`src/rtl/hex_message_scroller_pkg.sv`:
```
// hex_msg_pkg: shared definitions for hex_message_scroller.
//   - 5-bit character codes understood by the downstream seven-segment decoders
//   - game_state_t / scroll_state_t enums
//   - banner ROM text constants, banner lengths and small helper functions
// Optional feature macro: SCORE_TAIL_EN (appends dash + 3 score digits to every banner).
package hex_msg_pkg;

  typedef enum logic [1:0] {
    GS_PLAY     = 2'b00,
    GS_WIN      = 2'b01,
    GS_LOSE     = 2'b10,
    GS_GAMEOVER = 2'b11
  } game_state_t;

  typedef enum logic {
    SHOW_PLAY = 1'b0,
    SCROLL    = 1'b1
  } scroll_state_t;

  localparam logic [4:0] CODE_A     = 5'h0A;
  localparam logic [4:0] CODE_C     = 5'h0C;
  localparam logic [4:0] CODE_E     = 5'h0E;
  localparam logic [4:0] CODE_G     = 5'h10;
  localparam logic [4:0] CODE_L     = 5'h13;
  localparam logic [4:0] CODE_M     = 5'h14;
  localparam logic [4:0] CODE_O     = 5'h16;
  localparam logic [4:0] CODE_R     = 5'h19;
  localparam logic [4:0] CODE_S     = 5'h1A;
  localparam logic [4:0] CODE_V     = 5'h1D;
  localparam logic [4:0] CODE_BLANK = 5'h1E;
  localparam logic [4:0] CODE_DASH  = 5'h1F;

  localparam int LEAD_BLANKS = 6;
`ifdef SCORE_TAIL_EN
  localparam int TAIL_LEN = 4;
`else
  localparam int TAIL_LEN = 0;
`endif

  localparam int WIN_TEXT_LEN  = 5;
  localparam int LOSE_TEXT_LEN = 4;
  localparam int GO_TEXT_LEN   = 8;
  localparam int WIN_LEN  = LEAD_BLANKS + WIN_TEXT_LEN + TAIL_LEN;
  localparam int LOSE_LEN = LEAD_BLANKS + LOSE_TEXT_LEN + TAIL_LEN;
  localparam int GO_LEN   = LEAD_BLANKS + GO_TEXT_LEN + TAIL_LEN;
  localparam int POS_W    = $clog2(GO_LEN + 1);

  // Text ROMs, first character in the most significant 5 bits, blank padded.
  localparam logic [39:0] WIN_TEXT  = {CODE_C, CODE_L, CODE_E, CODE_A, CODE_R, {3{CODE_BLANK}}};
  localparam logic [39:0] LOSE_TEXT = {CODE_L, CODE_O, CODE_S, CODE_E, {4{CODE_BLANK}}};
  localparam logic [39:0] GO_TEXT   = {CODE_G, CODE_A, CODE_M, CODE_E, CODE_O, CODE_V, CODE_E, CODE_R};

  // Shift-add-3 digit correction.
  function automatic logic [3:0] bcd_adj(input logic [3:0] d);
    return (d >= 4'd5) ? (d + 4'd3) : d;
  endfunction

  function automatic logic [POS_W-1:0] text_len(input game_state_t gs);
    case (gs)
      GS_WIN:      return POS_W'(WIN_TEXT_LEN);
      GS_LOSE:     return POS_W'(LOSE_TEXT_LEN);
      GS_GAMEOVER: return POS_W'(GO_TEXT_LEN);
      default:     return POS_W'(WIN_TEXT_LEN);
    endcase
  endfunction

  function automatic logic [POS_W-1:0] banner_len(input game_state_t gs);
    return text_len(gs) + POS_W'(LEAD_BLANKS + TAIL_LEN);
  endfunction

  function automatic logic [4:0] text_char(input game_state_t gs, input logic [POS_W-1:0] t);
    logic [39:0] txt;
    logic [4:0]  c;
    case (gs)
      GS_WIN:      txt = WIN_TEXT;
      GS_LOSE:     txt = LOSE_TEXT;
      GS_GAMEOVER: txt = GO_TEXT;
      default:     txt = {8{CODE_BLANK}};
    endcase
    c = CODE_BLANK;
    for (int i = 0; i < 8; i++) begin
      c = (t == POS_W'(i)) ? txt[39-5*i -: 5] : c;
    end
    return c;
  endfunction

endpackage

```
`src/rtl/hex_message_scroller_if.sv`:
```
// hex_message_scroller_if: game-side inputs and display-side outputs of the scroller.
//   game_state [1:0]      : 00 PLAY, 01 WIN, 10 LOSE, 11 GAMEOVER
//   lives [2:0]           : remaining lives
//   score [SCORE_W-1:0]   : binary score
//   codes [29:0]          : character codes, [4:0] = HEX0 ... [29:25] = HEX5
//   bcd_busy              : score conversion in progress
// master = game logic / bench, slave = hex_message_scroller.
interface hex_message_scroller_if #(parameter int SCORE_W = 10);
  logic [1:0]         game_state;
  logic [2:0]         lives;
  logic [SCORE_W-1:0] score;
  logic [29:0]        codes;
  logic               bcd_busy;

  modport master (output game_state, lives, score, input codes, bcd_busy);
  modport slave  (input game_state, lives, score, output codes, bcd_busy);
endinterface

```
`src/rtl/hex_message_scroller_bin2bcd.sv`:
```
// bin2bcd_seq: sequential shift-add-3 binary to BCD converter, one input bit per cycle.
//   clk, reset : clock, asynchronous active-high reset
//   start      : load bin and begin (ignored while busy)
//   bin        : binary value, must be <= 999
//   busy       : registered, high for exactly SCORE_W cycles after start
//   done       : high in the final conversion cycle; hund/tens/ones valid then
//   hund/tens/ones : BCD result (meaningful only while done is high)
module bin2bcd_seq
  import hex_msg_pkg::*;
#(
  parameter int SCORE_W = 10
) (
  input  logic               clk,
  input  logic               reset,
  input  logic               start,
  input  logic [SCORE_W-1:0] bin,
  output logic               busy,
  output logic               done,
  output logic [3:0]         hund,
  output logic [3:0]         tens,
  output logic [3:0]         ones
);
  localparam int CNT_W = $clog2(SCORE_W + 1);

  logic [SCORE_W-1:0] shift_r;
  logic [11:0]        acc_r;
  logic [CNT_W-1:0]   cnt_r;
  logic [11:0]        acc_next_s;

  // correct each digit then shift the next input bit into the accumulator
  always_comb begin
    acc_next_s = {bcd_adj(acc_r[11:8]), bcd_adj(acc_r[7:4]), bcd_adj(acc_r[3:0])};
    acc_next_s = {acc_next_s[10:0], shift_r[SCORE_W-1]};
    if (busy && (cnt_r == CNT_W'(1))) begin
      done = 1'b1;
    end else begin
      done = 1'b0;
    end
    hund = acc_next_s[11:8];
    tens = acc_next_s[7:4];
    ones = acc_next_s[3:0];
  end

  // conversion sequencer
  always_ff @(posedge clk or posedge reset) begin
    if (reset) begin
      shift_r <= {SCORE_W{1'b0}};
      acc_r   <= 12'd0;
      cnt_r   <= {CNT_W{1'b0}};
      busy    <= 1'b0;
    end else if (busy) begin
      shift_r <= {shift_r[SCORE_W-2:0], 1'b0};
      acc_r   <= acc_next_s;
      cnt_r   <= cnt_r - CNT_W'(1);
      busy    <= (cnt_r != CNT_W'(1));
    end else if (start) begin
      shift_r <= bin;
      acc_r   <= 12'd0;
      cnt_r   <= CNT_W'(SCORE_W);
      busy    <= 1'b1;
    end else begin
      busy    <= 1'b0;
    end
  end
endmodule

```
`src/rtl/hex_message_scroller.sv`:
```
// hex_message_scroller: drives the six HEX character codes.
//   PLAY: lives, dash, blank, 3-digit decimal score. Other states: scrolling banner.
//   clk, reset : clock, asynchronous active-high reset
//   bus        : hex_message_scroller_if.slave (game_state, lives, score in; codes, bcd_busy out)
// Parameters: SCROLL_DIV (cycles per scroll step, >= 2), SCORE_W (score width, >= 10).
// Optional feature macro: SCORE_TAIL_EN appends dash,hund,tens,ones to each banner.
module hex_message_scroller
  import hex_msg_pkg::*;
#(
  parameter int SCROLL_DIV = 12_500_000,
  parameter int SCORE_W    = 10
) (
  input  logic                   clk,
  input  logic                   reset,
  hex_message_scroller_if.slave  bus
);
  localparam int PRESC_W = $clog2(SCROLL_DIV);

  logic [SCORE_W-1:0] score_sat_s;
  logic [SCORE_W-1:0] latched_r;
  logic               start_s;
  logic               conv_busy_s;
  logic               conv_done_s;
  logic [3:0]         conv_h_s, conv_t_s, conv_o_s;
  logic [3:0]         hund_r, tens_r, ones_r;

  scroll_state_t      state_r;
  game_state_t        gs_r;
  game_state_t        gs_in_s;
  logic [POS_W-1:0]   p_r;
  logic [PRESC_W-1:0] presc_r;
  logic [29:0]        codes_r;
  logic [29:0]        play_s;
  logic [29:0]        window_s;
  logic [POS_W-1:0]   len_s;
  logic [POS_W:0]     sum_s;

  function automatic logic [4:0] banner_char(input game_state_t gs, input logic [POS_W-1:0] idx,
                                             input logic [3:0] h, input logic [3:0] t,
                                             input logic [3:0] o);
    logic [POS_W-1:0] k;
    logic [4:0]       c;
    c = CODE_BLANK;
    k = idx - POS_W'(LEAD_BLANKS);
    if (idx < POS_W'(LEAD_BLANKS)) begin
      c = CODE_BLANK;
    end else if (k < text_len(gs)) begin
      c = text_char(gs, k);
    end else begin
`ifdef SCORE_TAIL_EN
      k = k - text_len(gs);
      if (k == POS_W'(0))      c = CODE_DASH;
      else if (k == POS_W'(1)) c = {1'b0, h};
      else if (k == POS_W'(2)) c = {1'b0, t};
      else if (k == POS_W'(3)) c = {1'b0, o};
      else                     c = CODE_BLANK;
`else
      c = CODE_BLANK;
`endif
    end
    return c;
  endfunction

  // saturate the score and decide whether a new conversion should start
  always_comb begin
    gs_in_s = game_state_t'(bus.game_state);
    if (bus.score > SCORE_W'(999)) begin
      score_sat_s = SCORE_W'(999);
    end else begin
      score_sat_s = bus.score;
    end
    start_s = (score_sat_s != latched_r) && !conv_busy_s;
  end

  bin2bcd_seq #(.SCORE_W(SCORE_W)) u_bcd (
    .clk   (clk),
    .reset (reset),
    .start (start_s),
    .bin   (score_sat_s),
    .busy  (conv_busy_s),
    .done  (conv_done_s),
    .hund  (conv_h_s),
    .tens  (conv_t_s),
    .ones  (conv_o_s)
  );

  // latched score and held display digits
  always_ff @(posedge clk or posedge reset) begin
    if (reset) begin
      latched_r <= {SCORE_W{1'b0}};
      hund_r    <= 4'd0;
      tens_r    <= 4'd0;
      ones_r    <= 4'd0;
    end else begin
      if (start_s) latched_r <= score_sat_s;
      else         latched_r <= latched_r;
      if (conv_done_s) begin
        hund_r <= conv_h_s;
        tens_r <= conv_t_s;
        ones_r <= conv_o_s;
      end else begin
        hund_r <= hund_r;
      end
    end
  end

  // PLAY layout and the six-character banner window starting at p
  always_comb begin
    play_s   = {2'b00, bus.lives, CODE_DASH, CODE_BLANK,
                1'b0, hund_r, 1'b0, tens_r, 1'b0, ones_r};
    window_s = {6{CODE_BLANK}};
    len_s    = banner_len(gs_r);
    sum_s    = {(POS_W+1){1'b0}};
    for (int k = 0; k < 6; k++) begin
      sum_s = {1'b0, p_r} + (POS_W+1)'(k);
      if (sum_s >= {1'b0, len_s}) sum_s = sum_s - {1'b0, len_s};
      else                        sum_s = sum_s;
      window_s[(5-k)*5 +: 5] = banner_char(gs_r, sum_s[POS_W-1:0], hund_r, tens_r, ones_r);
    end
  end

  // scroll state machine with registered display codes
  always_ff @(posedge clk or posedge reset) begin
    if (reset) begin
      state_r <= SHOW_PLAY;
      gs_r    <= GS_PLAY;
      p_r     <= {POS_W{1'b0}};
      presc_r <= {PRESC_W{1'b0}};
      codes_r <= {6{CODE_BLANK}};
    end else begin
      case (state_r)
        SHOW_PLAY: codes_r <= play_s;
        SCROLL:    codes_r <= window_s;
        default:   codes_r <= {6{CODE_BLANK}};
      endcase
      // a state change has priority over a coincident prescaler terminal count
      if (gs_in_s != gs_r) begin
        gs_r    <= gs_in_s;
        p_r     <= {POS_W{1'b0}};
        presc_r <= {PRESC_W{1'b0}};
        state_r <= (gs_in_s == GS_PLAY) ? SHOW_PLAY : SCROLL;
      end else begin
        case (state_r)
          SCROLL: begin
            if (presc_r == PRESC_W'(SCROLL_DIV - 1)) begin
              presc_r <= {PRESC_W{1'b0}};
              p_r     <= (p_r >= len_s - POS_W'(1)) ? {POS_W{1'b0}} : (p_r + POS_W'(1));
            end else begin
              presc_r <= presc_r + PRESC_W'(1);
            end
          end
          SHOW_PLAY: begin
            presc_r <= {PRESC_W{1'b0}};
            p_r     <= {POS_W{1'b0}};
          end
          default: state_r <= SHOW_PLAY;
        endcase
      end
    end
  end

  assign bus.codes    = codes_r;
  assign bus.bcd_busy = conv_busy_s;
endmodule

```
`src/flat_wrapper.sv`:
```
// flat-port wrapper written by rule: the top's interface ports become plain ports
module hex_message_scroller_flat import hex_msg_pkg::*;
#(
  parameter int SCROLL_DIV = 12_500_000,
  parameter int SCORE_W    = 10
)
  (clk, reset, bus_game_state, bus_lives, bus_score, bus_codes, bus_bcd_busy);
  hex_message_scroller_if #(.SCORE_W(SCORE_W)) bus_i ();
  input  logic clk;
  input  logic reset;
  input wire logic [$bits(bus_i.game_state)-1:0] bus_game_state;
  input wire logic [$bits(bus_i.lives)-1:0] bus_lives;
  input wire logic [$bits(bus_i.score)-1:0] bus_score;
  output wire logic [$bits(bus_i.codes)-1:0] bus_codes;
  output wire logic [$bits(bus_i.bcd_busy)-1:0] bus_bcd_busy;
  assign bus_i.game_state = bus_game_state;
  assign bus_i.lives = bus_lives;
  assign bus_i.score = bus_score;
  assign bus_codes = bus_i.codes;
  assign bus_bcd_busy = bus_i.bcd_busy;
  hex_message_scroller #(.SCROLL_DIV(SCROLL_DIV), .SCORE_W(SCORE_W)) u_core (.clk(clk), .reset(reset), .bus(bus_i));
endmodule
```
`config.mk`:
```
export PLATFORM = sky130hd
export DESIGN_NAME = hex_message_scroller_flat
export DESIGN_NICKNAME = d
export VERILOG_FILES = /design/src/rtl/hex_message_scroller_pkg.sv /design/src/rtl/hex_message_scroller_if.sv /design/src/rtl/hex_message_scroller_bin2bcd.sv /design/src/rtl/hex_message_scroller.sv /design/src/flat_wrapper.sv
export SDC_FILE = /design/constraint.sdc
export NUM_CORES = 1
export LEC_CHECK = 0
export BUFFER_PORTS_ARGS = -buffer_cell sky130_fd_sc_hd__buf_2
export CAP_MARGIN = 20
export CELL_PAD_IN_SITES_DETAIL_PLACEMENT = 0
export CELL_PAD_IN_SITES_GLOBAL_PLACEMENT = 2
export CORE_MARGIN = 1.5
export CORE_UTILIZATION = 39
export DETAILED_ROUTE_END_ITERATION = 12
export PLACE_DENSITY_LB_ADDON = 0.3
export SYNTH_ARGS = -nofsm -noshare
export SYNTH_HDL_FRONTEND = slang
export SYNTH_SLANG_ARGS = --single-unit
```
`constraint.sdc`:
```
create_clock -name clk -period 4.5 [get_ports clk]
set_clock_uncertainty 0.05 [all_clocks]
set_input_delay 0.225 -clock clk [delete_from_list [all_inputs] [get_ports clk]]
set_output_delay 0.225 -clock clk [all_outputs]
set_load 0.1 [all_outputs]
```
==> results of run 1 <==
-- cell usage after synthesis, types with 24 or more instances --
| cell | instances | area share |
|---|---|---|
| o21ai_0 | 71 | 0.041 |
| dfrtp_1 | 86 | 0.25 |
| nor2_1 | 79 | 0.035 |
| nand3_1 | 42 | 0.025 |
| inv_1 | 45 | 0.020 |
| a21oi_1 | 53 | 0.031 |
| nand2_1 | 101 | 0.044 |
| nor3_1 | 27 | 0.016 |
| ha_1 | 58 | 0.085 |
| dfstp_2 | 24 | 0.074 |
| xnor2_1 | 35 | 0.036 |
| clkbuf_1 | 29 | 0.013 |
-- worst reg2reg max path, stage by stage, from the launching register on --
cell and delay [ps]:
dfrtp_1 570, ha_1 290, and2_1 340, ha_1 360, a21oi_2 270, o21ai_0 210, o2bb2ai_1 240, inv_1 80
ha_1 240, xnor2_1 330, ha_1 310, o21ai_0 90, o211ai_1 100, o21ai_0 110, nand3b_1 200, o32a_1 390
-- power breakdown --
group          switching [mW]  total (mW)  internal (mW)
clock network           0.452       0.854          0.402
registers               0.169        1.40           1.23
logic                   0.715        1.09          0.379
-- per-stage QoR --
stage               cell area, sq um  utilization
CTS                             9499       0.4380
detailed placement              9161       0.4224
global route                    9515       0.4387
global placement                9161       0.4224
floorplan                       8577            -
finish                          9515       0.4387
-- layout make-up --
cell class,count,share of cell area
Tap cell,280,0.03682
Sequential cell,110,0.2927
Inverter,48,0.01920
Timing Repair Buffer,84,0.05470
Clock buffer,9,0.02367
Clock inverter,7,0.008678
Multi-Input combinational cell,783,0.5642
-- metal layers --
| layer | routed length [um] | part of all wire | global-route usage | vias to the layer above |
|---|---|---|---|---|
| li1 | - | - | - | 3720 |
| met1 | 11320 | 0.48 | 0.2979 | 3652 |
| met2 | 10620 | 0.45 | 0.3300 | 134 |
| met3 | 948 | 0.040 | 0.03163 | 26 |
| met4 | 525 | 0.022 | 0.06942 | 0 |
| met5 | 0 | 0 | 0 | - |
-- cells by family (layout without fill, tap and decap cells) --
kind of cell,count (synthesis),in the layout,share of synthesized area
adder cells (fa/ha/maj),58,58,0.08461
XOR/XNOR,55,55,0.05616
buffers and inverters,103,148,0.05120
flip-flops,110,110,0.3244
AND/OR/NAND/NOR,346,346,0.2003
AO/OA/AOI/OAI,286,286,0.2352
multiplexers,38,38,0.04814
-- flip-flops by register name, summed over array words and instances (netlist names), 10 cells and up --
signal	cells
u_core.bus.codes	30
u_core.u_bcd.shift_r	10
u_core.latched_r	10
u_core.u_bcd.acc_r	12
u_core.presc_r	24
-- worst max path at each step --
stage | endpoint | slack, ps | start
after global placement | u_core.bus.codes[11]$_DFF_PP1_ | 280 | u_core.p_r[1]$_DFFE_PP0P_
after global routing | u_core.bus.codes[26]$_DFF_PP1_ | 20 | u_core.gs_r[1]$_DFFE_PP0N_
final | u_core.bus.codes[26]$_DFF_PP1_ | 260 | u_core.gs_r[1]$_DFFE_PP0N_
after floorplan | u_core.bus.codes[26]$_DFF_PP1_ | 400 | u_core.gs_r[0]$_DFFE_PP0N_
after detailed placement | u_core.bus.codes[11]$_DFF_PP1_ | 130 | u_core.p_r[1]$_DFFE_PP0P_
after CTS | u_core.bus.codes[11]$_DFF_PP1_ | 120 | u_core.p_r[1]$_DFFE_PP0P_
-- repair_timing --
| action | CTS | global route |
|---|---|---|
| setup buffers | 0 | 0 |
| endpoints found under the setup margin | 0 | 18 |
| hold buffers | 3 | 0 |
| resized for setup | 0 | 5 |
| endpoints found under the hold margin | 29 | 0 |
==> results.cfg, run 1 <==
[placement]
placed_cells = 1302
gp_congestion = 0.8099
port-buffer-count = 47
dp_worst_setup_slack_ps = 128.4
place_hpwl_um = 16660

[logic_synthesis]
synth_cell_types = 95
synth_area_per_cell_sq_um = 8.611
async_flop_share = 1.000
ys.flop_type = dfrtp_1
synth_edf_count = 0
postSynthCellCount = 996
syn_area_sq_um = 8577
yosysWarnings = 0
synth.yosys.seq_area_share = 0.3244
ys_ff_latch = 110
syn-num-nets = 1071

[critical_path]
worstSetupStartpointType = flip-flop
cp.depth = 15
critPathBufInv = 1
arrival_ps = 4500
path_common_cell = ha_1
crit_family = compound AO/OA/AOI/OAI gates
crit_chain = ha_1 > and2_1 > ha_1 > a21oi_2 > o21ai_0 > o2bb2ai_1 > inv_1 > ha_1 > xnor2_1 > ha_1 > o21ai_0 > o211ai_1 > o21ai_0 > nand3b_1 > o32a_1
path_class = reg -> reg
r2r_slack_ps = 260
slowest_stage = dfrtp_1
end_kind = flip-flop
max_stage_delay_ps = 570
r2r-start = u_core.gs_r[1]$_DFFE_PP0N_
path_max_fanout = 10
rr_endpoint = u_core.bus.codes[26]$_DFF_PP1_
critical_path_required_ps = 4750
reg2regPathDepth = 15

[cells_and_area]
multi_input_area_sq_um = 5369
antenna_cells = 0
regArea_sq_um = 2785
layout_commonest_cell = nand2_1
area_growth_pct = 10.94
nets = 1111
final_cells = 1321
mostFrequentLayoutCells = nand2_1, dfrtp_1, nor2_1, o21ai_0, ha_1
drive_above_1_share = 0.1614
num-fill-cells = 2169

[timing]
grt_setup_unrepaired = no
worstMarginPinSlew_ps = 1026
holdWs_ps = 39.34
fin_crit_ps = 4244
fmax_mhz = 235.6
period_share = 0.9431
finalHoldViolCount = 0
setup_ws_ps = 256.2
tns_ps = 0
setup_violations = 0
drv_slew = 0
max-slew-margin-rel = 0.3116

[clock_tree]
h-tree-depth = 3
numClockSinks = 110
root_buffer = clkbuf_16
clock_latency_ps = 370
clock_path_buffers = 2
numCtsBuffers = 9
cts_tree = yes
clkSlewWorstSetupHoldPaths_ps = 90

[floorplan]
die_h_um = 151.3
die_w_um = 151.3
rows = 54
num_io_pins = 48
initial_core_util = 0.3955
coreArea_sq_um = 21690
die_area_sq_um = 22890

[global_route]
grt_pass1_wl_um = 37520
antenna_found_initial = 0
grt_usage = 0.2114
grt_max_degree = 65
grt_overflow = 0
grt_pass1_vias = 7076

[power_and_ir_drop]
power.density_nw_per_um2 = 352.1
fin_total_pwr_mw = 3.350
leakagePower_nw = 3.994
irDropWorstVdd_mv = 0.2297

[flow_run]
maxCapViolCount = 0

[routing]
routed_wl_um = 23410
drc = 0
drtIter0Drc = 486
vias_per_cell = 5.702
dr.pass1.iters = 5
ant_nets = 0
dr_total_vias = 7532
wire_per_inst_um = 17.72

[hold_path]
hold_path_class = in -> reg
hold_depth = 2
hold_end = u_core.bus.codes[26]$_DFF_PP1_
hold_start = bus_lives[1]

[outcome]
status = finished, final reports clean
No activity file was read; power rests on OpenSTA's default activity.
==> inputs of run 2 (changes only) <==
Settings changed: PLACE_DENSITY set to 0.93, PLACE_DENSITY_LB_ADDON 0.3 to not set.
==> results.cfg, run 2 (synthesized netlist as in run 1, its figures left out) <==
[outcome]
status = finished, final reports clean

[placement]
place_hpwl_um = 16530
placed_cells = 1304
port-buffer-count = 47
gp_congestion = 0.8604

[clock_tree]
clkSlewWorstSetupHoldPaths_ps = 80
clock_latency_ps = 360
clock_path_buffers = 2
numClockSinks = 110
post_cts_buffers = 0
cts_tree = yes
numCtsBuffers = 9
root_buffer = clkbuf_16
h-tree-depth = 3

[routing]
ant_nets = 0
drtIter0Drc = 533
dr.pass1.iters = 4
vias_per_cell = 5.795
drc = 0
wire_per_inst_um = 17.62
dr_total_vias = 7672
routed_wl_um = 23330

[power_and_ir_drop]
power.density_nw_per_um2 = 346.3
net-switching-power_mw = 1.295
power_frac_comb = 0.334
irDropWorstVdd_mv = 0.3196
leakagePower_nw = 4.011
seqPwrFrac = 0.426
intPower_mw = 2.004
pwr-share-clk = 0.240
p_sw_frac = 0.3924

[global_route]
grt_overflow = 0
antenna_found_initial = 0
grt_usage = 0.2075
grt_pass1_wl_um = 37180
grt_pass1_vias = 7014
grt_max_degree = 83

[critical_path]
critical_path_required_ps = 4730
worstSetupStartpointType = flip-flop
r2r-start = u_core.gs_r[0]$_DFFE_PP0N_
end_kind = flip-flop
slowest_stage = dfrtp_1
rr_endpoint = u_core.bus.codes[26]$_DFF_PP1_
reg2regPathDepth = 16
r2r_slack_ps = 260
crit_chain = inv_1 > ha_1 > and2_1 > ha_1 > a21oi_2 > o21ai_0 > o2bb2ai_1 > inv_1 > ha_1 > xnor2_1 > ha_1 > o21ai_0 > o211ai_1 > o21ai_0 > nand3b_1 > o32a_1
path_common_cell = ha_1
path_class = reg -> reg
path_max_fanout = 9
arrival_ps = 4470
max_stage_delay_ps = 520

[cells_and_area]
num-fill-cells = 2133
antenna_cells = 0
final_cells = 1324
drive_above_1_share = 0.1609
layout_commonest_cell = nand2_1
largest_reg_flops = 30
area_growth_pct = 11.07
mostFrequentLayoutCells = nand2_1, dfrtp_1, nor2_1, o21ai_0, ha_1
nets = 1114

[floorplan]
die_h_um = 151.3
initial_core_util = 0.3955
coreArea_sq_um = 21690
rows = 54
die_w_um = 151.3
num_io_pins = 48
die_area_sq_um = 22890

[flow_run]
maxCapViolCount = 0

[timing]
grt_setup_unrepaired = no
setup_violations = 0
fmax_mhz = 235.7
period_share = 0.9430
fin_crit_ps = 4243
tns_ps = 0
worstMarginPinSlew_ps = 837.5
finalHoldViolCount = 0
drv_slew = 0
max-slew-margin-rel = 0.4396

[hold_path]
hold_end = u_core.bus.codes[27]$_DFF_PP1_
hold_depth = 2
hold_start = bus_lives[2]
hold_path_class = in -> reg
-- run 2: cell count changes in the layout (fill, tap and decap cells not counted) --
cell	before	now
buf_12	0	1
buf_4	34	36
clkbuf_1	0	1
clkinv_4	0	1
clkinv_8	2	0
dfrtp_1	84	86
dfrtp_2	2	0
inv_6	0	2
inv_8	4	2
o21ai_1	2	3
o21ai_2	2	1
xnor2_1	35	34
xnor2_2	0	1
-- run 2: worst max-delay path by stage --
stage                                           from                              to  cells past startpoint
after floorplan           u_core.gs_r[0]$_DFFE_PP0N_  u_core.bus.codes[26]$_DFF_PP1_                     17
after global placement     u_core.p_r[0]$_DFFE_PP0P_  u_core.bus.codes[11]$_DFF_PP1_                     14
after detailed placement   u_core.p_r[0]$_DFFE_PP0P_  u_core.bus.codes[11]$_DFF_PP1_                     15
after CTS                  u_core.p_r[0]$_DFFE_PP0P_  u_core.bus.codes[11]$_DFF_PP1_                     15
after global routing       u_core.p_r[2]$_DFFE_PP0P_  u_core.bus.codes[23]$_DFF_PP1_                     16
final                     u_core.gs_r[0]$_DFFE_PP0N_  u_core.bus.codes[26]$_DFF_PP1_                     16
-- run 2: area by class of cell --
class | count | area, sq um | share of cell area
Tap cell | 280 | 350.3 | 0.03677
Multi-Input combinational cell | 783 | 5373 | 0.5640
Clock buffer | 10 | 229.0 | 0.02403
Inverter | 48 | 182.7 | 0.01918
Clock inverter | 6 | 53.80 | 0.005647
Timing Repair Buffer | 87 | 555.5 | 0.05831
Sequential cell | 110 | 2783 | 0.2921
-- run 2: worst max-delay path, delay by kind of cell (launching register included) --
kind            cells  cell delay, ps
compound gates      7            1360
xor+xnor            1             330
fa+ha+maj           4            1190
buf+inv             2             230
flops               1             520
simple gates        2             470
-- run 2: power groups by stage --
stage | Clock, mW | Combinational (mW) | Sequential [mW]
final | 0.791 | 1.10 | 1.41
after global routing | 0.854 | 1.23 | 1.44
after CTS | 0.821 | 1.11 | 1.41
after detailed placement | 0 | 1.10 | 1.43
after global placement | 0 | 1.08 | 1.42
after floorplan | 0 | 0.670 | 1.60
-- run 2: what timing repair did --
item,in CTS,in global routing
hold buffers,2,1
gates resized for setup,0,3
endpoints found under the hold margin,2,30
endpoints found under the setup margin,0,6
-- run 2: through the flow --
stage	hold slack (ps)	cell area, sq um	utilization	power (mW)	worst slack, ps
final	61.77	9527	0.4393	3.299	256.6
after global routing	60.10	9527	0.4393	3.522	33.66
after CTS	50.73	9479	0.4371	3.338	124.1
after detailed placement	357.3	9176	0.4231	2.530	145.2
after global placement	360.2	9176	0.4231	2.500	225.3
after floorplan	272.6	8577	-	2.268	397.4
-- run 2: per-layer routing --
layer  global-route usage  wire length (um)  vias to the layer above
li1                     -                 -                     3732
met4              0.06311               506                        0
met3              0.03283               904                       28
met2               0.3207             10680                      172
met1               0.2959             11240                     3740
met5                    0                 0                        -
==> inputs of run 3 (changes only) <==
Settings changed: CORE_UTILIZATION 39 to 35, PLACE_DENSITY 0.93 to 0.88.
Clock period 4.5 ns to 3.55 ns, I/O delays scaled along.
==> results.cfg, run 3 (synthesized netlist as in run 1, its figures left out) <==
[flow_run]
maxCapViolCount = 0

[critical_path]
end_kind = flip-flop
cp.depth = 13
path_class = reg -> reg
max_stage_delay_ps = 490
slowest_stage = dfrtp_2
crit_end = u_core.bus.codes[14]$_DFF_PP1_
worstSetupStartpointType = flip-flop
critical_path_required_ps = 3790
r2r_slack_ps = 40
crit_family = simple AND/OR/NAND/NOR gates
path_common_cell = ha_1
r2r-start = u_core.p_r[0]$_DFFE_PP0P_
critPathLaunch = u_core.p_r[0]$_DFFE_PP0P_
arrival_ps = 3740
crit_chain = inv_4 > ha_2 > xnor2_2 > ha_1 > and4bb_2 > or3_4 > o211a_4 > xor2_1 > ha_1 > o21ai_1 > a41oi_2 > or3_1 > o31a_1
critPathBufInv = 1
reg2regPathDepth = 13
path_max_fanout = 6
rr_endpoint = u_core.bus.codes[14]$_DFF_PP1_

[cells_and_area]
layout_commonest_cell = buf_4
area_growth_pct = 26.73
final_cells = 1466
fin_area_sq_um = 10870
nets = 1212
antenna_cells = 0
drive_above_1_share = 0.3030
num-fill-cells = 2398
largest_reg_flops = 30
mostFrequentLayoutCells = buf_4, nand2_1, dfrtp_1, nor2_1, o21ai_0

[clock_tree]
numClockSinks = 110
clock_path_buffers = 2
cts_tree = yes
numCtsBuffers = 9
clkSlewWorstSetupHoldPaths_ps = 80
clock_latency_ps = 370
h-tree-depth = 3
root_buffer = clkbuf_16

[power_and_ir_drop]
leakagePower_nw = 4.533
fin_total_pwr_mw = 4.275
irDropWorstVdd_mv = 0.2756
power.density_nw_per_um2 = 393.3

[routing]
vias_per_cell = 5.445
ant_nets = 0
routed_wl_um = 25300
drc = 0
wire_per_inst_um = 17.26
dr.pass1.iters = 5
dr_total_vias = 7983
drtIter0Drc = 548

[global_route]
grt_max_degree = 59
grt_usage = 0.1988
grt_pass1_vias = 7820
grt_overflow = 0
grt_pass1_wl_um = 40760
antenna_found_initial = 0

[floorplan]
rows = 57
die_area_sq_um = 25450
die_w_um = 159.5
num_io_pins = 48
die_h_um = 159.5
initial_core_util = 0.3548
coreArea_sq_um = 24180

[placement]
place_hpwl_um = 18060
place_area_sq_um = 9978
port-buffer-count = 47
gp_congestion = 0.8876
placed_cells = 1426

[timing]
drv_slew = 0
grt_setup_unrepaired = yes
period_share = 0.9880
fmax_mhz = 285.1
finalHoldViolCount = 0
holdWs_ps = 13.56
setup_violations = 0
fin_crit_ps = 3508
max-slew-margin-rel = 0.3760
worstMarginPinSlew_ps = 932.5

[hold_path]
hold_path_class = in -> reg
hold_start = bus_lives[1]

[outcome]
status = finished, final reports clean
## run 3: stage by stage
stage	setup WS, ps	util	TNS (ps)
finish	42.48	0.4496	0
global route	-136.3	0.4496	-641.8
CTS	9.975	0.4333	0
detailed placement	-107.5	0.4127	-467.1
global placement	-3.006	0.4127	-3.006
floorplan	-139.8	-	-942.8
## run 3: what timing repair did
item / CTS / global route
endpoints found under the hold margin: 32 / 0
pin swaps: 8 / 18
hold buffers: 4 / 0
buffers inserted: 10 / 10
gates resized for setup: 17 / 61
setup endpoints to repair: 14 / 29
cloned: 0 / 0
## run 3: area by class of cell
type	count	area, sq um	share of cell area
flip-flops and latches	110	2789	0.2566
inverters	48	193.9	0.01784
clock buffers	10	229.0	0.02107
clock inverters	6	62.56	0.005756
well taps	324	405.4	0.03730
multi-input cells	783	5876	0.5406
repair buffers	185	1314	0.1209
## run 3: metal layers
layer | track usage | vias to the layer above | share of wire
li1 | - | 3917 | -
met1 | 0.2654 | 3864 | 0.46
met2 | 0.3305 | 163 | 0.48
met3 | 0.02787 | 39 | 0.039
met4 | 0.06604 | 0 | 0.019
met5 | 0 | - | 0
## run 3: worst register-to-register path, delay by kind of cell (launching register included)
kind            cells  cell delay (ps)
fa+ha+maj           3              830
xor+xnor            2              290
compound gates      4              680
simple gates        3             1030
buf+inv             1               90
flops               1              490
## run 3: how the worst min path moves through the flow
stage	to	slack, ps	cells past startpoint
final	u_core.bus.codes[26]$_DFF_PP1_	10	2
after global routing	u_core.bus.codes[26]$_DFF_PP1_	20	2
after CTS	u_core.bus.codes[26]$_DFF_PP1_	2	2
after detailed placement	u_core.presc_r[10]$_DFF_PP0_	180	2
after global placement	u_core.bus.codes[5]$_DFF_PP0_	180	2
after floorplan	u_core.gs_r[0]$_DFFE_PP0N_	230	1
## run 3: power by group
part | switching, mW | internal, mW | total (mW) | leakage (nW)
registers | 0.220 | 1.56 | 1.78 | 1.36
logic | 0.937 | 0.523 | 1.46 | 3.03
clock network | 0.532 | 0.498 | 1.03 | 0.143
